<file path="src/rtl/clock_divider.sv">
// Multi-channel clock-enable generator: each lane counts its own programmable
// ratio and emits a one-cycle tick plus a near-50% divided level, all on clk.

module clock_divider_lane #(
  parameter int WIDTH     = 8,
  parameter int RESET_DIV = 2
) (
  input  logic             clk,
  input  logic             rst,
  input  logic             en,
  input  logic             sync,
  input  logic             ld,
  input  logic [WIDTH-1:0] ld_val,
  output logic             tick,
  output logic             div_clk,
  output logic             pend
);

  logic [WIDTH-1:0] div, nxt, cnt;
  logic [WIDTH-1:0] apply_div, cnt_nx, div_nx;
  logic [WIDTH:0]   hi;
  logic             wrap, dclk_nx;

  always_comb begin
    wrap      = (cnt == div - WIDTH'(1));
    // a load landing on a wrap/sync edge wins over an older pending ratio
    apply_div = ld ? ld_val : (pend ? nxt : div);
    cnt_nx    = wrap ? '0 : cnt + WIDTH'(1);
    div_nx    = wrap ? apply_div : div;
    hi        = ({1'b0, div_nx} + (WIDTH+1)'(1)) >> 1;
    dclk_nx   = ({1'b0, cnt_nx} < hi);
  end

  always_ff @(posedge clk) begin
    if (rst) begin
      div     <= WIDTH'(RESET_DIV);
      nxt     <= '0;
      pend    <= 1'b0;
      cnt     <= '0;
      tick    <= 1'b0;
      div_clk <= 1'b0;
    end else if (sync) begin
      div     <= apply_div;
      pend    <= 1'b0;
      cnt     <= '0;
      tick    <= 1'b0;
      div_clk <= 1'b1;
      if (ld) nxt <= ld_val;
    end else begin
      if (ld) nxt <= ld_val;
      if (en) begin
        cnt     <= cnt_nx;
        div     <= div_nx;
        tick    <= wrap;
        div_clk <= dclk_nx;
        pend    <= wrap ? 1'b0 : (pend | ld);
      end else begin
        tick    <= 1'b0;
        pend    <= pend | ld;
      end
    end
  end

endmodule

module clock_divider #(
  parameter int CHANNELS  = 4,
  parameter int WIDTH     = 8,
  parameter int RESET_DIV = 2,
  localparam int SELW     = (CHANNELS > 1) ? $clog2(CHANNELS) : 1
) (
  input  logic                clk,
  input  logic                rst,
  input  logic [CHANNELS-1:0] en,
  input  logic                sync,
  input  logic                load,
  input  logic [SELW-1:0]     ch_sel,
  input  logic [WIDTH-1:0]    div_in,
  output logic [CHANNELS-1:0] tick,
  output logic [CHANNELS-1:0] div_clk,
  output logic [CHANNELS-1:0] pend
);

  logic [WIDTH-1:0] ld_val;

  // ratio 0 is meaningless; treat it as 1
  assign ld_val = (div_in == '0) ? WIDTH'(1) : div_in;

  // out-of-range ch_sel matches no lane, so such loads are dropped
  for (genvar g = 0; g < CHANNELS; g++) begin : g_lane
    clock_divider_lane #(
      .WIDTH     (WIDTH),
      .RESET_DIV (RESET_DIV)
    ) u_lane (
      .clk     (clk),
      .rst     (rst),
      .en      (en[g]),
      .sync    (sync),
      .ld      (load && (ch_sel == SELW'(g))),
      .ld_val  (ld_val),
      .tick    (tick[g]),
      .div_clk (div_clk[g]),
      .pend    (pend[g])
    );
  end

endmodule

</file>
<file path="config.mk">
export PLATFORM = sky130hd
export DESIGN_NAME = clock_divider
export DESIGN_NICKNAME = d
export VERILOG_FILES = /design/src/rtl/clock_divider.sv
export SDC_FILE = /design/constraint.sdc
export NUM_CORES = 1
export LEC_CHECK = 0
export ABC_AREA = 1
export CAP_MARGIN = 20
export CORE_MARGIN = 3
export CORE_UTILIZATION = 40
export CTS_CLUSTER_DIAMETER = 200
export DETAILED_ROUTE_END_ITERATION = 12
export PLACE_DENSITY = 0.67
export SYNTH_ARGS = -nofsm -noshare
export SYNTH_HDL_FRONTEND = slang
export SYNTH_SLANG_ARGS = --single-unit
</file>
<file path="constraint.sdc">
create_clock -name clk -period 3.45 [get_ports clk]
set_input_delay 1.035 -clock clk [delete_from_list [all_inputs] [get_ports clk]]
set_output_delay 1.035 -clock clk [all_outputs]
set_load 0.02 [all_outputs]
</file>
# Yosys cells after proc, flatten, opt, wreduce, memory -nomap -nowiden
# Cells that the tools add are included.
word_totals:
  ff_bits: 108
  latchBits: 0
  ramBits: 0
  romBits: 0
  inputBits: 18
  out_inout_bits: 12
  word_cells: 111
  memories: 0
classes:
  addsub: 12
  n_mul: 0
  n_div: 0
  magnitude_cmp: 4
  n_eq_ne: 7
  shifts: 0
  n_mux: 41
  bitwise: 8
  n_reduce_logical: 15
ops:
  columns: ["cell", "n"]
  rows:
  - ["8-bit two-way mux", 25]
  - ["8-bit by 1-bit adder with 9-bit output (second input constant)", 4]
  - ["8-bit by 1-bit adder with 8-bit output (second input constant)", 4]
  - ["8-bit == test", 4]
  - ["8-bit < comparator", 4]
  - ["8-bit by 1-bit subtractor with 8-bit output (second input constant)", 4]
  - ["1-bit two-way mux", 16]
  - ["3-bit OR reduction", 4]
  - ["8-bit zero test", 1]
  - ["2-bit nonzero test", 4]
  - ["2-bit == test (second input constant)", 2]
  - ["1-bit logical AND", 4]
  - ["1-bit inverter", 4]
  - ["1-bit bitwise OR", 4]
  - ["2-bit by 1-bit == test with 1-bit output (second input constant)", 1]
  - ["2-bit zero test", 1]
  - ["2-bit OR reduction", 1]

# Depth between registers and ports, before layout
logic_depth:
  word_depth: 8
  ltp_mapped: 26
  mapped_depth_nobuf: 25

# Hierarchy
# A second synthesis with hierarchy kept.
hier_totals:
  hier_cells: 1338
  hier_area_um2: 8066.5
modules_own_cells:
  columns: ["module", "instances", "cells_per_inst", "area_per_inst_um2", "seq_area_each_um2"]
  rows:
  - ["clock_divider_lane", 4, 329, 1993.2, 540.5]
  - ["clock_divider", 1, 22, 93.8, 0.0]

# Worst setup path before layout
# Ideal clock, no wire load.
synth_path:
  kind: "in2reg"
  start: "input port load"
  end: "register g_lane[1].u_lane.div_clk"
  setup_time_ps: 70
  arrival_ps: 3434
  required_ps: 3380
  setup_slack_ps: -54
  path_stages: 18
  n_path_buf: 0
  cell_sequence: "inv_1 > nor3_4 > nor2_1 > o22ai_1 > nand2_1 > nand2_1 > o21ai_2 > ha_1 > nand2_1 > nor2_4 > nand3_2 > xor2_1 > ha_1 > a21oi_1 > nor2_1 > a2111oi_0 > nand2_1 > a21oi_1"
synth_via:
  elab_chain_cells: 7
synth_lines:
  columns: ["element", "line_no", "source"]
  rows:
  - ["start, declared", "76", "input logic load,"]
  - ["1-bit logical AND", "99", ".ld (load && (ch_sel == SELW'(g))),"]
  - ["8-bit two-way mux", "27", "apply_div = ld ? ld_val : (pend ? nxt : div);"]
  - ["8-bit two-way mux", "29", "div_nx = wrap ? apply_div : div;"]
  - ["8-bit by 1-bit adder with 9-bit output", "30", "hi = ({1'b0, div_nx} + (WIDTH+1)'(1)) >> 1;"]
  - ["8-bit < comparator", "31", "dclk_nx = ({1'b0, cnt_nx} < hi);"]
  - ["1-bit two-way mux", "51", "if (en) begin"]
  - ["1-bit two-way mux", "42", "end else if (sync) begin"]
  - ["end signal, assigned", "55", "div_clk <= dclk_nx;"]
  - ["end, declared", "15", "output logic div_clk,"]
# No other way between the ends. The select of a mux whose other input is x is not followed.
# A chain may end at the register's enable or synchronous reset.

# Worst setup path after layout
layout_path:
  start: "input port ch_sel[1]"
  end: "register g_lane[3].u_lane.div_clk"
layout_via:
  elab_chain_cells: 8
layout_lines:
  columns: ["element", "line_no", "source"]
  rows:
  - ["start, declared", "77", "input logic [SELW-1:0] ch_sel,"]
  - ["2-bit == test", "99", null]
  - ["1-bit logical AND", "99", null]
  - ["8-bit two-way mux", "27", null]
  - ["8-bit two-way mux", "29", null]
  - ["8-bit by 1-bit adder with 9-bit output", "30", null]
  - ["8-bit < comparator", "31", null]
  - ["1-bit two-way mux", "51", null]
  - ["1-bit two-way mux", "42", null]
  - ["end signal, assigned", "55", null]
  - ["end, declared", "15", null]
# No other way between the ends. The select of a mux whose other input is x is not followed.

==> impl_metrics.ini <==
[finish]
multi_input_area_um2 = 5230
fin_nets = 1511
instances_no_fill = 1723
design_area_um2 = 10400
regArea_um2 = 2170
final_core_util_pct = 53.3
area_growth_pct = 30.2
antenna_cells = 0
drive_gt1_share_pct = 23.1
fillers = 1876

[setup_path]
start_kind = primary input
critPathSlowestCell = or2_1
end_kind = register
critical_path_class = in2reg
path_common_cell = nand2_1
crit_family = simple AND/OR/NAND/NOR gates
critPathBufInv = 4
path_cells = buf_6 -> buf_4 -> nand3_4 -> inv_2 -> or2_4 -> buf_4 -> nand2_1 -> o21ai_0 -> nand2_1 -> nand2_1 -> o21ai_2 -> ha_2 -> nand4_1 -> or2_1 -> ha_4 -> nand2_4 -> nor2_2 -> a2111oi_4 -> nand2_1 -> a21oi_2
crit_arrival_ns = 3.64
cp_max_fo = 4
required_ns = 3.74
cpPeakStageDelay_ns = 0.29

[route]
wl_um = 22900
antenna_left = 0
avgViaCountPerCell = 4.90
drt_iter0_markers = 473
drt-pass1-iter-count = 5
route.detailed.drc = 0
post_drt_wl_per_cell_um = 13.3
vias = 8445

[clock_network]
cts-root-buf = clkbuf_16
clock_sinks = 108
cts_buffers = 9
cts_tree = done
cts_hold_buf = 0
cts-htree-levels = 3
clk_pin_slew_worst_paths_ns = 0.08
insertion_delay_ns = 0.36
ctsLongestPathBuffers = 2

[sta]
hold_viol = 0
drv_slew = 0
setup_viol = 0
layout_setup_ws_ns = 0.0953
worst_pin_slew_ns = 0.794
period_minus_slack_ns = 3.35
max_freq_mhz = 298
fin_crit_sh_pct = 97.2
finClkSkew_ns = 0.00967
slew_headroom_pct = 47.1

[synth]
yosysMostFrequentCell = nand2_1
synth_warnings = 0
synth_top_cell_area_share_pct = 27.0
synth_edf_count = 0
avgSynthCellArea_um2 = 6.24
ys_seq_elements = 108
ys_seq_area_share_pct = 27.0
synth_ff_type = dfxtp_1
yosysTopAreaCell = dfxtp_1
synth.distinct_cells = 48
synth_common_cells = 392 x nand2_1, 157 x inv_1, 135 x nor2_1
synthTopCellsByArea = dfxtp_1 27%, nand2_1 18%, inv_1 7.3%
async_flop_share_pct = 0
syn_area_um2 = 8020
netlist_instances = 1286
synth_fp_nets = 1344

[pwr]
finalPower_uw = 3440
peakVddDrop_mv = 0.252
leakage_uw = 0.00479
p_per_area_nw_per_um2 = 329

[placement]
dp_cells = 1682
place_ws_ns = -0.815
gp_congestion = 0.888
placed_cell_area_um2 = 9510
portBuffers = 29
post-dp-hpwl_um = 16800

[grt]
grt_max_degree = 69
grt_first_pass_wirelength_um = 37500
grtUsageTotal_pct = 20.8
grt_pass1_vias = 7944
antenna_found_initial = 1
grt_overflow = 0

[floorplan]
ios = 30
initial_core_util_pct = 40.9
die_h_um = 148
core_area_um2 = 19600
rows = 51
dieArea_um2 = 21800
die_width_um = 148

[run_status]
status = complete, no violations

[worst_hold_path]
hold_class = reg2reg

[run]
max_cap_viol_count = 0
## layout make-up
class,instances,area share (%)
clock inverter,5,0.791
timing repair buffer,203,16.0
clock buffer,11,2.32
multi-input combinational,945,50.1
inverter,186,6.80
sequential,108,20.8
tap,265,3.17
## placed cells by master (no fill, tap or decap), types with 9 or more instances in the layout
master,n
buf_4,162
a31oi_1,23
buf_6,10
a21oi_1,76
nor2_4,13
clkbuf_16,9
clkdlybuf4s50_1,16
nor2_2,12
nand2_2,15
dfxtp_1,103
nor2_1,124
o21ai_0,44
inv_2,24
xor2_1,25
nand2_1,380
nand3_1,58
inv_1,153
a211oi_1,14
o22ai_1,18
o21ai_2,16
xnor2_1,14
ha_1,27
## per-layer routing
metal,wire (µm),vias to the layer above,GRT usage (%),part of all wire [%]
li1,-,4456,-,-
met1,10300,3829,26.7,45
met3,948,20,3.49,4.1
met5,13,-,0,0.057
met2,11300,138,36.9,50
met4,297,2,4.33,1.3
## tightest hold or removal path, stage by stage, from the launching register on
cell	delay, ns
dfxtp_1	0.30
nand2_1	0.07
a21oi_1	0.06
## cell families (layout without fill, tap and decap cells)
group	after synthesis	after routing	share of synthesized area (%)
buffers and inverters	233	405	12.2
DFF	108	108	27.0
adders and majority gates	40	40	6.24
and+or+nand+nor	642	642	33.7
xor gates and xnor gates	40	40	4.37
AOI/OAI and AO/OA	223	223	16.5
## final timing paths
| check | from | end | slack, ns | cells after the start |
|---|---|---|---|---|
| setup / recovery | ch_sel[1] | g_lane[3].u_lane.div_clk$_SDFFE_PP0P_ | 0.1 | 20 |
| hold / removal | g_lane[2].u_lane.nxt[7]$_SDFFE_PP0P_ | g_lane[2].u_lane.nxt[7]$_SDFFE_PP0P_ | 0.47 | 2 |
| setup reg to reg | g_lane[1].u_lane.div[0]$_SDFFE_PP0P_ | g_lane[1].u_lane.div_clk$_SDFFE_PP0P_ | 0.16 | 22 |
| hold reg to reg | g_lane[2].u_lane.nxt[7]$_SDFFE_PP0P_ | g_lane[2].u_lane.nxt[7]$_SDFFE_PP0P_ | 0.47 | 2 |
## state kept, by name, indices dropped and copies added (netlist names)
name / cells
g_lane.u_lane.tick: 4
g_lane.u_lane.pend: 4
g_lane.u_lane.div: 32
g_lane.u_lane.div_clk: 4
g_lane.u_lane.cnt: 32
g_lane.u_lane.nxt: 32
## through the flow
stage	hold slack (ns)	setup TNS (ns)
after floorplan	0.440	-0.0295
after global placement	0.457	-2.84
after detailed placement	0.462	-3.10
after CTS	0.474	0
after global routing	0.489	-0.138
final	0.474	0
## repair_timing
item                                    CTS  global route
setup buffers                             9            16
cloned                                    1             0
gates resized for setup                  56            88
endpoints found under the setup margin    4             4
pin swaps                                36            45
## where the power goes
| part | switching, µW | internal, µW |
|---|---|---|
| Sequential | 50.3 | 1300 |
| Clock | 504 | 661 |
| Combinational | 520 | 408 |
| Total | 1080 | 2370 |
No activity file was read; power rests on OpenSTA's default activity.
==> variant 1, RTL diff (same flow settings) <==
Put a register stage on the output `tick`. The value now appears one clock later. The other outputs are not delayed to match. Comments in the files are not updated.
--- a/src/rtl/clock_divider.sv
+++ b/src/rtl/clock_divider.sv
@@ -81,6 +81,8 @@
   output logic [CHANNELS-1:0] pend
 );
 
+  logic [CHANNELS-1:0] tick_d;
+
   logic [WIDTH-1:0] ld_val;
 
   // ratio 0 is meaningless; treat it as 1
@@ -98,11 +100,15 @@
       .sync    (sync),
       .ld      (load && (ch_sel == SELW'(g))),
       .ld_val  (ld_val),
-      .tick    (tick[g]),
+      .tick    (tick_d[g]),
       .div_clk (div_clk[g]),
       .pend    (pend[g])
     );
   end
 
+  always_ff @(posedge clk) begin
+      tick <= tick_d;
+  end
+
 endmodule
 
Function: changed (Yosys sat finds a counterexample within 4 cycles, from zero or initial values and one cycle with rst high).
==> variant 1 against the unedited design <==
Die area rose by 2.4%. Critical path depth is 2 lower. Area after synthesis up 2.4%. Sequential cell count increased by 4. Register-to-register slack worse by 0.06 ns. Sequential share of layout area is 0.79 points higher. Clock skew increased by 0.0041 ns. Maximum frequency shrank 0.75%. Setup slack got worse by 0.025 ns. Design area down 0.18%. Power is 1.9% lower. Wire length fell by 3.6%. Hold slack lost 0.14 ns. Combinational power grew 0.5%.
==> variant 1: results (changes against the unedited design) <==
\begin{tabular}{lr}
\hline
Metric & Value \\
\hline
\multicolumn{2}{l}{\textbf{Timing}} \\
\quad Clock Skew & 0.0137 ns (+0.00407 ns) \\
\quad Fraction of the cycle the final worst path needs & 98.0\% (+0.74 points) \\
\quad Hold\_ws & 0.333 ns (-0.141 ns) \\
\multicolumn{2}{l}{\textbf{Synth}} \\
\quad Area contributors post-synth & sky130\_fd\_sc\_hd\_\_dfxtp\_1 (27\%), sky130\_fd\_sc\_hd\_\_nand2\_1 (19\%), sky130\_fd\_sc\_hd\_\_inv\_1 (6.8\%) \\
\quad Fraction of the mapped netlist area in compound gates & 15.5\% (-0.99 points) \\
\quad Adder-cell share of the synthesized area & 6.09\% (-0.15 points) \\
\quad Portion of the post-synthesis area used by sequential elements & 27.3\% (+0.33 points) \\
\quad Post-synthesis share of cell area spent on xor and xnor gates & 4.26\% (-0.10 points) \\
\quad Most instantiated cells after synthesis & sky130\_fd\_sc\_hd\_\_nand2\_1 (415), sky130\_fd\_sc\_hd\_\_inv\_1 (149), sky130\_fd\_sc\_hd\_\_nor2\_1 (130), sky130\_fd\_sc\_hd\_\_dfxtp\_1 (112), sky130\_fd\_sc\_hd\_\_a21oi\_1 (79) \\
\quad Number of instances in the synthesized netlist & 1,302 (+1.2\%) \\
\multicolumn{2}{l}{\textbf{Final layout}} \\
\quad Count of fill cells added during filler insertion & 1,931 (+2.9\%) \\
\quad Net total in the final layout & 1,516 (+0.33\%) \\
\multicolumn{2}{l}{\textbf{Route}} \\
\quad Sum of routed wire length over all layers & 22,100 microns (-3.6\%) \\
\quad Via count & 8,565 (+1.4\%) \\
\quad Iter 0 DRT Violations & 539 (+14\%) \\
\multicolumn{2}{l}{\textbf{Hold path}} \\
\quad Worst Hold Depth & 0 (-2) \\
\quad Hold path endpoint & tick[1] \\
\multicolumn{2}{l}{\textbf{Place}} \\
\quad Dpl ws & -0.779 ns (+0.0359 ns) \\
\quad Placer's final routability congestion estimate & 0.878 (-1.1\%) \\
\quad Number of instances in the placed design & 1,690 (+0.48\%) \\
\quad Post-detailed-placement half-perimeter wirelength & 16,400 microns (-2.6\%) \\
\multicolumn{2}{l}{\textbf{Pwr}} \\
\quad Maximum resistive drop on vdd & 0.243 mV (-3.6\%) \\
\quad Static leakage & 4.86 nW (+1.4\%) \\
\multicolumn{2}{l}{\textbf{Critical path}} \\
\quad Capture point of the worst path & g\_lane[1].u\_lane.div\_clk \\
\quad Internal reg-to-reg setup slack & 0.10 ns (-0.06 ns) \\
\quad Critical path fanouts, max & 5 (+1) \\
\quad Worst path arrival time & 3.68 ns (+0.04 ns) \\
\quad Count of cells along the worst register-to-register path & 23 (+4.5\%) \\
\multicolumn{2}{l}{\textbf{Global routing}} \\
\quad Met2 track demand over resource in global routing & 34.0\% (-2.9 points) \\
\quad Via count of the first global-routing pass & 7,819 (-1.6\%) \\
\quad M3 GR Usage & 3.25\% (-0.24 points) \\
\multicolumn{2}{l}{\textbf{Outcome}} \\
\quad Status & complete, no violations \\
\hline
\end{tabular}
variant 1: cell count changes in the layout (fill, tap and decap cells not counted), moves of 5 or more:
cell	change
sky130_fd_sc_hd__nand2_1	+23
sky130_fd_sc_hd__buf_4	-14
sky130_fd_sc_hd__nor2_2	+14
sky130_fd_sc_hd__nor2_1	-10
sky130_fd_sc_hd__inv_1	-8
sky130_fd_sc_hd__ha_1	+6
sky130_fd_sc_hd__inv_2	+6
sky130_fd_sc_hd__o22ai_1	-6
sky130_fd_sc_hd__a211oi_1	-5
sky130_fd_sc_hd__dfxtp_1	+5
sky130_fd_sc_hd__o21ai_0	+5
sky130_fd_sc_hd__o21ai_4	+5
sky130_fd_sc_hd__xor2_1	+5
variant 1: what timing repair did:
| action | 4_1_cts | 5_1_grt |
|---|---|---|
| pin swaps | 19 | 45 |
| setup buffers | 6 | 18 |
| gates resized for setup | 35 | 82 |
| setup endpoints to repair | 4 | 4 |
variant 1: cell type report:
class | count | area [sq um] | area share (%)
tap | 265 | 332 | 3.18
clock inverter | 7 | 55.1 | 0.528
antenna | 1 | 2.50 | 0.0240
timing repair buffer | 189 | 1560 | 14.9
multi-input combinational | 964 | 5300 | 50.9
clock buffer | 9 | 225 | 2.16
sequential | 112 | 2250 | 21.6
inverter | 182 | 702 | 6.73
variant 1: cells by family after synthesis:
| kind of cell | count (synthesis) |
|---|---|
| adder cells (fa/ha/maj) | 40 |
| AND/OR/NAND/NOR | 668 |
| flip-flops | 112 |
| buffers and inverters | 226 |
| AO/OA/AOI/OAI | 216 |
| XOR/XNOR | 40 |
variant 1: critical path, stage by stage:
cell and delay (ns):
sky130_fd_sc_hd__buf_8 0.10, sky130_fd_sc_hd__buf_6 0.12, sky130_fd_sc_hd__nor3_4 0.26, sky130_fd_sc_hd__buf_6 0.15, sky130_fd_sc_hd__nor2_2 0.03, sky130_fd_sc_hd__buf_4 0.17
sky130_fd_sc_hd__a21oi_1 0.15, sky130_fd_sc_hd__o21ai_2 0.08, sky130_fd_sc_hd__nor2_1 0.18, sky130_fd_sc_hd__nor2_4 0.07, sky130_fd_sc_hd__nand4_1 0.12, sky130_fd_sc_hd__xor2_1 0.18
sky130_fd_sc_hd__ha_1 0.28, sky130_fd_sc_hd__a21oi_2 0.16, sky130_fd_sc_hd__nor2_1 0.07, sky130_fd_sc_hd__a2111oi_2 0.27, sky130_fd_sc_hd__nand2_1 0.11, sky130_fd_sc_hd__a21oi_2 0.13
variant 1: per-layer routing:
metal	vias up	wire (microns)
li1	4459	-
met2	139	10400
met4	0	389
met5	-	0
met1	3944	10500
met3	23	829
variant 1: report_power, final:
group          switching, mW  internal, mW
Combinational          0.529         0.404
Clock                  0.546         0.501
Sequential            0.0524          1.34
Total                   1.13          2.25
==> variant 2, RTL diff (config.mk and constraints unchanged) <==
Made on the original files. Set the parameter `CHANNELS` to 8 (it was 4).
--- a/src/rtl/clock_divider.sv
+++ b/src/rtl/clock_divider.sv
@@ -64,7 +64,7 @@
 endmodule
 
 module clock_divider #(
-  parameter int CHANNELS  = 4,
+  parameter int CHANNELS  = 8,
   parameter int WIDTH     = 8,
   parameter int RESET_DIV = 2,
   localparam int SELW     = (CHANNELS > 1) ? $clog2(CHANNELS) : 1
Ports: changed (5 resized); port bits go from 30 to 47. The function was not compared with the original's and may differ.
==> variant 2 against the unedited design <==
Sequential cell count is 108 higher. Critical path depth is 1 higher. Via count up 100%. Setup slack improved by 0.020 ns. Design area increased by 99%. Power rose by 110%. Area after synthesis is 97% higher. Sequential share of layout area is 0.13 points higher. Wire length grew 110%. Final cell count increased by 98%. Maximum frequency rose by 0.60%. Highest routed layer unchanged.
==> variant 2: results (changes against the unedited design) <==
\begin{tabular}{lr}
\hline
Metric & Value \\
\hline
\multicolumn{2}{l}{\textbf{Outcome}} \\
\quad Status & complete, no violations \\
\multicolumn{2}{l}{\textbf{Floorplanning}} \\
\quad Area of the die & 0.0420 sq mm (+93\%) \\
\multicolumn{2}{l}{\textbf{Clock tree}} \\
\quad Maximum root-to-sink buffer count & 3 (+1) \\
\quad Num CTS Buffers & 28 (+19) \\
\quad Clock-pin transition on the worst setup and hold timing paths & 0.06 ns (-0.02 ns) \\
\quad Total number of H-tree levels & 1 (-2) \\
\multicolumn{2}{l}{\textbf{Pwr}} \\
\quad Clock network power share & 42.1\% (+8.2 points) \\
\quad Power Combinational & 1.60 mW (+72\%) \\
\quad Maximum resistive drop on vdd & 0.311 mV (+23\%) \\
\quad Switching power summed over all nets & 2.19 mW (+100\%) \\
\multicolumn{2}{l}{\textbf{Global routing}} \\
\quad Met2 track demand over resource in global routing & 36.9\% (+0.055 points) \\
\quad GR Util met1 & 28.1\% (+1.4 points) \\
\multicolumn{2}{l}{\textbf{Critical path}} \\
\quad Count of cells along the worst register-to-register path & 21 (-4.5\%) \\
\quad Worst path arrival time & 3.82 ns (+0.18 ns) \\
\quad Critical path fanouts, max & 5 (+1) \\
\quad Worst setup path class & reg -> reg \\
\multicolumn{2}{l}{\textbf{Route}} \\
\quad Number of detailed-route iterations in the first pass & 6 (+1) \\
\quad Iter 0 DRT Violations & 1,032 (+120\%) \\
\multicolumn{2}{l}{\textbf{Synth}} \\
\quad Portion of the post-synthesis area used by sequential elements & 27.3\% (+0.35 points) \\
\quad Area contributors post-synth & sky130\_fd\_sc\_hd\_\_dfxtp\_1 (27\%), sky130\_fd\_sc\_hd\_\_nand2\_1 (19\%), sky130\_fd\_sc\_hd\_\_inv\_1 (8.1\%) \\
\quad Number of nets in the synthesized netlist & 2,673 (+99\%) \\
\quad Number of register bits inferred by synthesis & 216 (+100\%) \\
\multicolumn{2}{l}{\textbf{Place}} \\
\quad Post-detailed-placement half-perimeter wirelength & 33,000 microns (+96\%) \\
\quad Dpl ws & -0.942 ns (-0.127 ns) \\
\quad Number of instances in the placed design & 3,311 (+97\%) \\
\quad Count of buffers from port buffering & 46 (+59\%) \\
\quad Area post-placement & 0.0186 sq mm (+96\%) \\
\multicolumn{2}{l}{\textbf{Final layout}} \\
\quad Number of inverters outside the clock class in the layout & 374 (+100\%) \\
\quad Net total in the final layout & 2,984 (+97\%) \\
\quad Clock buffers & 39 (+28) \\
\quad Multi-input gate area in the final layout & 0.0103 sq mm (+97\%) \\
\quad Number of signal-net buffers in the layout & 382 (+88\%) \\
\multicolumn{2}{l}{\textbf{Timing}} \\
\quad Hold\_ws & 0.469 ns (-0.00460 ns) \\
\multicolumn{2}{l}{\textbf{Hold path}} \\
\quad Hold path endpoint & g\_lane[6].u\_lane.nxt[7] \\
\hline
\end{tabular}
## variant 2: changes by cell type after synthesis, moves of 53 or more
cell / unedited run / this run
sky130_fd_sc_hd__o21ai_0: 45 / 98
sky130_fd_sc_hd__dfxtp_1: 108 / 216
sky130_fd_sc_hd__nor2_1: 135 / 246
sky130_fd_sc_hd__inv_1: 157 / 341
sky130_fd_sc_hd__nand2_1: 392 / 807
sky130_fd_sc_hd__a21oi_1: 82 / 160
sky130_fd_sc_hd__nand3_1: 59 / 123
## variant 2: timing repair
action / 4_1_cts / 5_1_grt
pin swaps: 13 / 117
endpoints found under the hold margin: 0 / 0
endpoints found under the setup margin: 8 / 8
buffers inserted: 9 / 48
cloned: 1 / 0
gates resized for setup: 58 / 181
hold buffers: 0 / 0
## variant 2: cells by family (layout without fill, tap and decap cells)
family | after synthesis | in the layout | share of synthesized area [%]
AND/OR/NAND/NOR | 1272 | 1272 | 33.0
buffers and inverters | 476 | 806 | 12.4
AO/OA/AOI/OAI | 437 | 438 | 15.9
flip-flops | 216 | 216 | 27.3
XOR/XNOR | 89 | 89 | 5.01
adder cells (fa/ha/maj) | 80 | 80 | 6.32
other | 0 | 1 | 0
## variant 2: worst reg2reg max path: cells and delay by family, from the launching register on
| kind | cells | cell delay [ns] |
|---|---|---|
| AO/OA/AOI/OAI | 3 | 0.56 |
| XOR/XNOR | 1 | 0.12 |
| adder cells (fa/ha/maj) | 2 | 0.46 |
| buffers and inverters | 4 | 0.48 |
| flip-flops | 1 | 0.33 |
| AND/OR/NAND/NOR | 11 | 1.32 |
## variant 2: metal layers
layer,part of all wire (%),up-vias
li1,-,8821
met1,45,7940
met2,47,423
met3,5.6,80
met4,2.3,2
met5,0.028,-
